===== src/rtl/seq_detector_pkg.sv =====
// Shared definitions for the parametrised serial pattern detector:
// default pattern, legal parameter ranges and the fill-counter width helper.
package seq_detector_pkg;

  // Pattern loaded after reset when the instantiation does not override it
  localparam logic [2:0] DEFAULT_PAT = 3'b110;

  // Supported parameter ranges, enforced at elaboration by the top level
  localparam int PAT_W_MIN = 2;
  localparam int PAT_W_MAX = 16;
  localparam int CNT_W_MIN = 1;
  localparam int CNT_W_MAX = 32;

  // Width needed to hold a fill count from 0 up to and including patW
  function automatic int cstateWidth(input int patW);
    return $clog2(patW + 1);
  endfunction

endpackage


===== src/rtl/seq_det_sat_cnt.sv =====
// Generic saturating up-counter used for the detector's match count.
// Counts once per cycle with inc_i high and sticks at all-ones.
module seq_det_sat_cnt #(
  parameter int CNT_W = 8
) (
  input  logic             clk_i,
  input  logic             rst_ni,
  input  logic             inc_i,
  output logic [CNT_W-1:0] cnt_o
);

  logic [CNT_W-1:0] cnt_q;
  logic [CNT_W-1:0] cnt_d;

  // Next count: step up on inc unless already at the ceiling
  always_comb begin
    cnt_d = cnt_q;
    if (inc_i && (cnt_q != {CNT_W{1'b1}})) begin
      cnt_d = cnt_q + {{(CNT_W-1){1'b0}}, 1'b1};
    end
  end

  // Count register, cleared asynchronously by the active-low reset
  always_ff @(posedge clk_i or negedge rst_ni) begin
    if (!rst_ni) begin
      cnt_q <= '0;
    end else begin
      cnt_q <= cnt_d;
    end
  end

  assign cnt_o = cnt_q;

endmodule


===== src/rtl/seq_detector_param.sv =====
// Parametrised serial pattern detector with a runtime-loadable pattern,
// selectable overlapping / non-overlapping detection and a one-cycle
// registered match pulse.
// Build option: define SEQ_DETECTOR_CNT_EN to instantiate the saturating
// match counter; without it match_cnt is tied to zero and no counter
// flops exist. The port list is identical in both builds.
module seq_detector_param
  import seq_detector_pkg::*;
#(
  parameter int               PAT_W   = 3,
  parameter logic [PAT_W-1:0] PAT_RST = PAT_W'(DEFAULT_PAT),
  parameter int               CNT_W   = 8
) (
  input  logic                           clk,
  input  logic                           rst,
  input  logic                           in_valid,
  input  logic                           in,
  input  logic [PAT_W-1:0]               pat,
  input  logic                           pat_load,
  input  logic                           overlap,
  output logic                           out,
  output logic [CNT_W-1:0]               match_cnt,
  output logic [cstateWidth(PAT_W)-1:0]  cstate
);

  localparam int             CW   = cstateWidth(PAT_W);
  localparam logic [CW-1:0]  FULL = CW'(PAT_W);
  localparam logic [CW-1:0]  ONE  = CW'(1);

  // Refuse to elaborate with parameters outside the supported ranges
  generate
    if ((PAT_W < PAT_W_MIN) || (PAT_W > PAT_W_MAX)) begin : gBadPatW
      $error("seq_detector_param: PAT_W out of range 2..16");
    end
    if ((CNT_W < CNT_W_MIN) || (CNT_W > CNT_W_MAX)) begin : gBadCntW
      $error("seq_detector_param: CNT_W out of range 1..32");
    end
  endgenerate

  logic [PAT_W-1:0] hist_q;
  logic [PAT_W-1:0] pat_q;
  logic [CW-1:0]    cstate_q;
  logic             out_q;

  logic [PAT_W-1:0] hist_d;
  logic [CW-1:0]    fill_d;
  logic             match;

  // Candidate history and fill count if the current bit were accepted;
  // a match needs a full window equal to the stored pattern
  always_comb begin
    hist_d = {hist_q[PAT_W-2:0], in};
    fill_d = (cstate_q == FULL) ? FULL : (cstate_q + ONE);
    match  = (fill_d == FULL) && (hist_d == pat_q);
  end

  // Detector state: pattern load wins over data, a match either keeps the
  // window (overlap) or restarts the fill, idle cycles hold everything
  always_ff @(posedge clk or negedge rst) begin
    if (!rst) begin
      hist_q   <= '0;
      pat_q    <= PAT_RST;
      cstate_q <= '0;
      out_q    <= 1'b0;
    end else if (pat_load) begin
      pat_q    <= pat;
      hist_q   <= '0;
      cstate_q <= '0;
      out_q    <= 1'b0;
    end else if (in_valid) begin
      if (match) begin
        out_q <= 1'b1;
        if (overlap) begin
          hist_q   <= hist_d;
          cstate_q <= FULL;
        end else begin
          hist_q   <= '0;
          cstate_q <= '0;
        end
      end else begin
        out_q    <= 1'b0;
        hist_q   <= hist_d;
        cstate_q <= fill_d;
      end
    end else begin
      out_q <= 1'b0;
    end
  end

  assign out    = out_q;
  assign cstate = cstate_q;

`ifdef SEQ_DETECTOR_CNT_EN
  logic             matchInc;
  logic [CNT_W-1:0] cntVal;

  assign matchInc = !pat_load && in_valid && match;

  seq_det_sat_cnt #(
    .CNT_W (CNT_W)
  ) uMatchCnt (
    .clk_i  (clk),
    .rst_ni (rst),
    .inc_i  (matchInc),
    .cnt_o  (cntVal)
  );

  assign match_cnt = cntVal;
`else
  assign match_cnt = '0;
`endif

endmodule


===== config.mk =====
export PLATFORM = sky130hd
export DESIGN_NAME = seq_detector_param
export DESIGN_NICKNAME = d
export VERILOG_FILES = /design/src/rtl/seq_detector_pkg.sv /design/src/rtl/seq_det_sat_cnt.sv /design/src/rtl/seq_detector_param.sv
export SDC_FILE = /design/constraint.sdc
export NUM_CORES = 1
export LEC_CHECK = 0
export BUFFER_PORTS_ARGS = -buffer_cell sky130_fd_sc_hd__buf_2
export CORE_AREA = 2 2 39 41
export DETAILED_ROUTE_END_ITERATION = 8
export DIE_AREA = 0 0 41 43
export SLEW_MARGIN = 0
export SYNTH_ARGS = -nofsm -noshare
export SYNTH_HDL_FRONTEND = slang
export SYNTH_HIERARCHICAL = 1
export SYNTH_SLANG_ARGS = --single-unit
export TNS_END_PERCENT = 10

===== constraint.sdc =====
create_clock -name clk -period 3.64 [get_ports clk]
set_input_delay 0.364 -clock clk [delete_from_list [all_inputs] [get_ports clk]]
set_output_delay 0.364 -clock clk [all_outputs]
set_load 0.02 [all_outputs]

==> impl_metrics.json, run 1 <==
{
  "synth-adder-area-share": 0,
  "start_util": 0.309,
  "critPathSlowestCell": "dfstp_2",
  "cts_buffers": 3,
  "antenna_found_initial": 0,
  "clk_latency_ns": 0.25,
  "diodes": 0,
  "place_ws_ns": 2.34,
  "nets": 62,
  "setup_ws_ns": 2.35,
  "post-route-min-period_ns": 1.29,
  "yosys.area_share.simple": 0.0965,
  "fill_cells": 139,
  "path_cells": "xnor2_1 -> nand4_1 -> a32o_2",
  "cp.required_ns": 3.78,
  "power.leakage_nw": 0.250,
  "rows": 14,
  "tritoncts": "built",
  "path_clk_slew_ns": 0.05,
  "ys_ff_latch": 8,
  "cp.arrival_ns": 1.42,
  "drive_gt1_frac": 0.431,
  "synth_top_flop_cell": "dfrtp_1",
  "cts-root-buf": "clkbuf_4",
  "yosys.area.top_type_share": 0.351,
  "clock_skew_ns": 0.000937,
  "yosys-top-cells-count": "buf_4 (8), dfrtp_1 (6), mux2_2 (3), nor2_1 (3)",
  "synthDistinctLibCells": 18,
  "via_per_inst": 4.42,
  "yosysSeqAreaShare": 0.474,
  "worstHoldPathType": "input pin to flip-flop",
  "cp-end-kind": "flip-flop",
  "finalCritPeriodShare": 0.353,
  "ir_worst_vdd_mv": 0.130,
  "synthTopCellsByArea": "dfrtp_1 (35%), buf_4 (14%), dfstp_2 (12%)",
  "yosysWarningCount": 6,
  "crit_path_max_incr_delay_ns": 0.53,
  "syn_area_per_cell_um2": 11.3,
  "cts_buffer_depth": 2,
  "vias": 296,
  "drtIter0Drc": 5,
  "ioPinCount": 20,
  "grt_max_degree": 9,
  "die_y_um": 43,
  "max_freq_mhz": 778,
  "syn_area_um2": 428,
  "dp_hpwl_um": 549,
  "core-area_um2": 1380,
  "power_density_nw_per_um2": 414,
  "gp_congestion": 0.735,
  "area_growth_pct": 16.4,
  "overflow": 0,
  "report.final.slew_viol_count": 0,
  "synth_top_family_by_area": "buffers and inverters",
  "holdWs_ns": 0.342,
  "dieArea_um2": 1760,
  "async_reset_ff_frac": 1.00,
  "synthMuxAreaShare": 0.0789,
  "netlist_instances": 38,
  "drt-wirelength-per-cell_um": 10.3,
  "cp_max_fo": 4,
  "path_buf_inv": 0,
  "grt_pass1_wl_um": 1170,
  "grt_setup_unrepaired": "false",
  "grtUsageTotal": 0.109,
  "status": "finished clean",
  "setup_viol": 0,
  "drc": 0,
  "ant_nets": 0,
  "cts_resized": 0,
  "fin_setup_tns_ns": 0,
  "grt_pass1_vias": 301,
  "critical-path-top-delay-family": "flip-flops",
  "clock-sinks": 8,
  "drt-total-wl_um": 691,
  "hold_viol_final": 0,
  "path_class": "flip-flop to flip-flop",
  "maxCapViolCount": 0,
  "fp.dieW_um": 41,
  "synth-compound-area-share": 0.105,
  "cts.htree.levels": 1,
  "synth_xor_area_frac": 0.0789,
  "synth_edf_count": 0,
  "cp-start-kind": "flip-flop",
  "portBuffers": 11,
  "synth.most_common_cell": "buf_4",
  "yosys.area.top_type": "dfrtp_1",
  "drtPass1Iterations": 4
}
==> power by group <==
group          switching [mW]  leakage [nW]  internal, mW  total [mW]
clock network          0.0296        0.0138        0.0377      0.0673
registers             0.00544         0.100        0.0969       0.102
logic                  0.0208         0.136        0.0157      0.0365
total                  0.0558         0.250         0.150       0.206
==> placed cells by master, fill, tap and decap left out, drive strengths merged <==
master | Yosys | layout
a21oi | 1 | 1
nor3 | 1 | 1
nand4 | 2 | 2
o21a | 1 | 1
mux2 | 3 | 3
xnor2 | 3 | 3
conb | 1 | 8
buf | 8 | 11
dlygate4sd3 | 0 | 1
nand2b | 1 | 1
nor2b | 1 | 1
inv | 1 | 1
a32o | 3 | 3
dfrtp | 6 | 6
nor2 | 3 | 3
dfstp | 2 | 2
clkbuf | 1 | 3
==> state kept, by name, indices dropped and copies added (netlist names) <==
name,flops
cstate,2
hist_q,2
out,1
pat_q,3
==> metal layers <==
metal	up-vias	GRT usage	wire, um
met2	18	0.138	306
met4	0	0.100	9
met1	135	0.132	305
li1	141	-	-
met5	-	0	0
met3	2	0.0471	69
==> cells by family after synthesis <==
logic type	after synthesis
other cells	1
buf+inv	10
compound gates	5
xor+xnor	3
flops	8
simple gates	8
mux	3
==> repair_timing <==
item | CTS | global route
setup buffers | 0 | 0
hold buffers | 1 | 0
setup endpoints to repair | 0 | 0
endpoints found under the hold margin | 6 | 0
==> path summary, 6_finish.rpt <==
check,from,slack [ns],to,cells past startpoint
max in group asynchronous,rst,2.93,pat_q[2],2
setup reg to reg,pat_q[1],2.35,hist_q[1],3
min in group asynchronous,rst,0.48,pat_q[0],2
hold / removal,pat[0],0.34,pat_q[0],2
hold reg to reg,pat_q[0],0.53,pat_q[0],1
setup / recovery,pat_q[1],2.35,hist_q[1],3
==> area by class of cell <==
type	count	area, um2	area share
Clock buffer	3	22.5	0.0452
Timing Repair Buffer	12	65.1	0.131
Multi-Input combinational cell	27	184	0.369
Tap cell	16	20.0	0.0402
Sequential cell	8	203	0.407
Inverter	1	3.75	0.00754
==> metrics by stage <==
stage,area [um2],power [mW],utilization,std cells
after floorplan,454,0.135,-,45
after global placement,465,0.139,0.336,63
after detailed placement,465,0.140,0.336,63
after CTS,498,0.210,0.360,67
after global routing,498,0.222,0.360,67
final,498,0.206,0.360,67
No activity file was read; power rests on OpenSTA's default activity.
==> run 2: changes to the inputs <==
- clock period: 3.64 -> 1.2 ns (I/O delays scaled with it)
==> run 2 against run 1 <==
Net effect: the run now ends with setup timing left; worst hold slack lost 0.25 ns; critical path depth unchanged; core utilization rose by 2.4 points; maximum frequency rose by 3.3%; clock skew is 0.0060 ns higher; critical path type unchanged; non-clock buffer count grew 2; critical endpoint is now cstate[0]; routed wire length is 3.0% lower; largest cell class unchanged.
==> impl_metrics.json, run 2 (synthesized netlist as in run 1, its figures left out) <==
{
  "core-area_um2": 1380,
  "finalPower_uw": 662,
  "clock_skew_ns": 0.00689,
  "path_cells": "xnor2_2 -> nand4_1 -> a32o_1",
  "drive_gt1_frac": 0.481,
  "post-route-min-period_ns": 1.24,
  "critPathSlowestCell": "dfstp_2",
  "vias": 295,
  "die_y_um": 43,
  "grt_pass1_wl_um": 1100,
  "setup_ws_ns": -0.0439,
  "tritoncts": "built",
  "path_class": "flip-flop to flip-flop",
  "nets": 64,
  "ioPinCount": 20,
  "holdWs_ns": 0.0915,
  "power.leakage_nw": 0.273,
  "antenna_found_initial": 0,
  "drtIter0Drc": 1,
  "overflow": 0,
  "path_clk_slew_ns": 0.06,
  "cts-root-buf": "clkbuf_4",
  "hold_viol_final": 0,
  "hold_depth": 2,
  "grtUsageTotal": 0.0963,
  "report.final.slew_viol_count": 0,
  "cp-start-kind": "flip-flop",
  "cts_buffers": 3,
  "power.switching_uw": 180,
  "cp-end-kind": "flip-flop",
  "whs_endpoint": "pat_q[0]",
  "drc": 0,
  "status": "finished, violations left",
  "drt-total-wl_um": 670,
  "cp.required_ns": 1.35,
  "r2r-start": "pat_q[1]",
  "critical-path-top-delay-family": "flip-flops",
  "start_util": 0.309,
  "drtPass1Iterations": 4,
  "grt_pass1_vias": 276,
  "internal-power_uw": 483,
  "cp.arrival_ns": 1.39,
  "worstHoldStart": "pat[0]",
  "grt_setup_unrepaired": "true",
  "gp_congestion": 0.719,
  "area_growth_pct": 24.3,
  "diodes": 0,
  "path_buf_inv": 0,
  "cp_max_fo": 4,
  "clk_latency_ns": 0.26,
  "reg2reg_to": "cstate[0]",
  "switching_share": 0.271,
  "via_per_inst": 4.21,
  "layout_commonest_cell": "buf_2",
  "rows": 14,
  "max_freq_mhz": 804,
  "dp_hpwl_um": 530,
  "p_comb_frac": 0.193,
  "ir_worst_vdd_mv": 0.626,
  "fp.dieW_um": 41,
  "cts_buffer_depth": 2,
  "ant_nets": 0,
  "power_density_nw_per_um2": 1250,
  "portBuffers": 11,
  "r2r_slack_ns": -0.04,
  "violations": "setup timing",
  "cts.htree.levels": 1,
  "worstRegToRegCells": 3,
  "final_util": 0.384,
  "drt-wirelength-per-cell_um": 9.57,
  "maxCapViolCount": 0,
  "top_register": "pat_q",
  "worstHoldPathType": "input pin to flip-flop",
  "largest_reg_flops": 3,
  "setup_viol": 3,
  "clock-sinks": 8,
  "finalCritPeriodShare": 1.04,
  "dieArea_um2": 1760,
  "clkPwrFrac": 0.337,
  "layout_common_cells": "buf_2 (11), conb_1 (8), dfrtp_1 (6)",
  "crit_path_max_incr_delay_ns": 0.55,
  "seqPwrFrac": 0.470,
  "grt_max_degree": 9
}
==> run 2: power groups by stage <==
stage | Combinational (mW) | Clock (mW) | Sequential [mW]
after floorplan | 0.0920 | 0 | 0.319
after global placement | 0.112 | 0 | 0.313
after detailed placement | 0.113 | 0 | 0.314
after CTS | 0.122 | 0.233 | 0.309
after global routing | 0.140 | 0.244 | 0.314
final | 0.128 | 0.223 | 0.311
==> run 2: worst reg2reg max path: cells and delay by family (launching register included) <==
| kind | cells | cell delay (ns) |
|---|---|---|
| DFF | 1 | 0.55 |
| AOI/OAI and AO/OA | 1 | 0.29 |
| and+or+nand+nor | 1 | 0.18 |
| xor gates and xnor gates | 1 | 0.12 |
==> run 2: worst max-delay path by stage <==
stage	start	endpoint	slack (ns)	cells after the start
after floorplan	pat_q[2]	hist_q[0]	-0.001	3
after global placement	pat_q[2]	hist_q[1]	-0.07	3
after detailed placement	pat_q[2]	hist_q[0]	-0.05	3
after CTS	pat_q[2]	cstate[0]	-0.05	3
after global routing	pat_q[1]	cstate[0]	-0.11	3
final	pat_q[1]	cstate[0]	-0.04	3
==> run 2: area by class of cell <==
type | instances | area, um2
tap | 16 | 20.0
inverter | 1 | 3.75
timing repair buffer | 14 | 80.1
sequential | 8 | 203
clock buffer | 4 | 26.3
fill | 141 | 852
multi-input combinational | 27 | 199
==> run 2: per-stage QoR <==
stage | setup slack, ns | TNS (ns) | cell area (um2) | instances
floorplan | -0.00124 | -0.00248 | 454 | 45
global placement | -0.0679 | -0.174 | 473 | 64
detailed placement | -0.0542 | -0.150 | 473 | 64
CTS | -0.0530 | -0.114 | 517 | 70
global route | -0.112 | -0.368 | 532 | 70
finish | -0.0439 | -0.111 | 532 | 70
==> run 2: metal layers <==
layer	share of wire	routed length, um	GRT usage
met1	0.49	330	0.140
met2	0.41	273	0.109
met3	0.097	65	0.0314
met4	0	0	0.0800
met5	0	0	0
==> run 2: repair_timing <==
item,in CTS,in global routing
pin swaps,5,2
buffers inserted,1,0
endpoints found under the setup margin,3,4
resized for setup,0,2
hold endpoints to repair,8,0
hold buffers,1,0
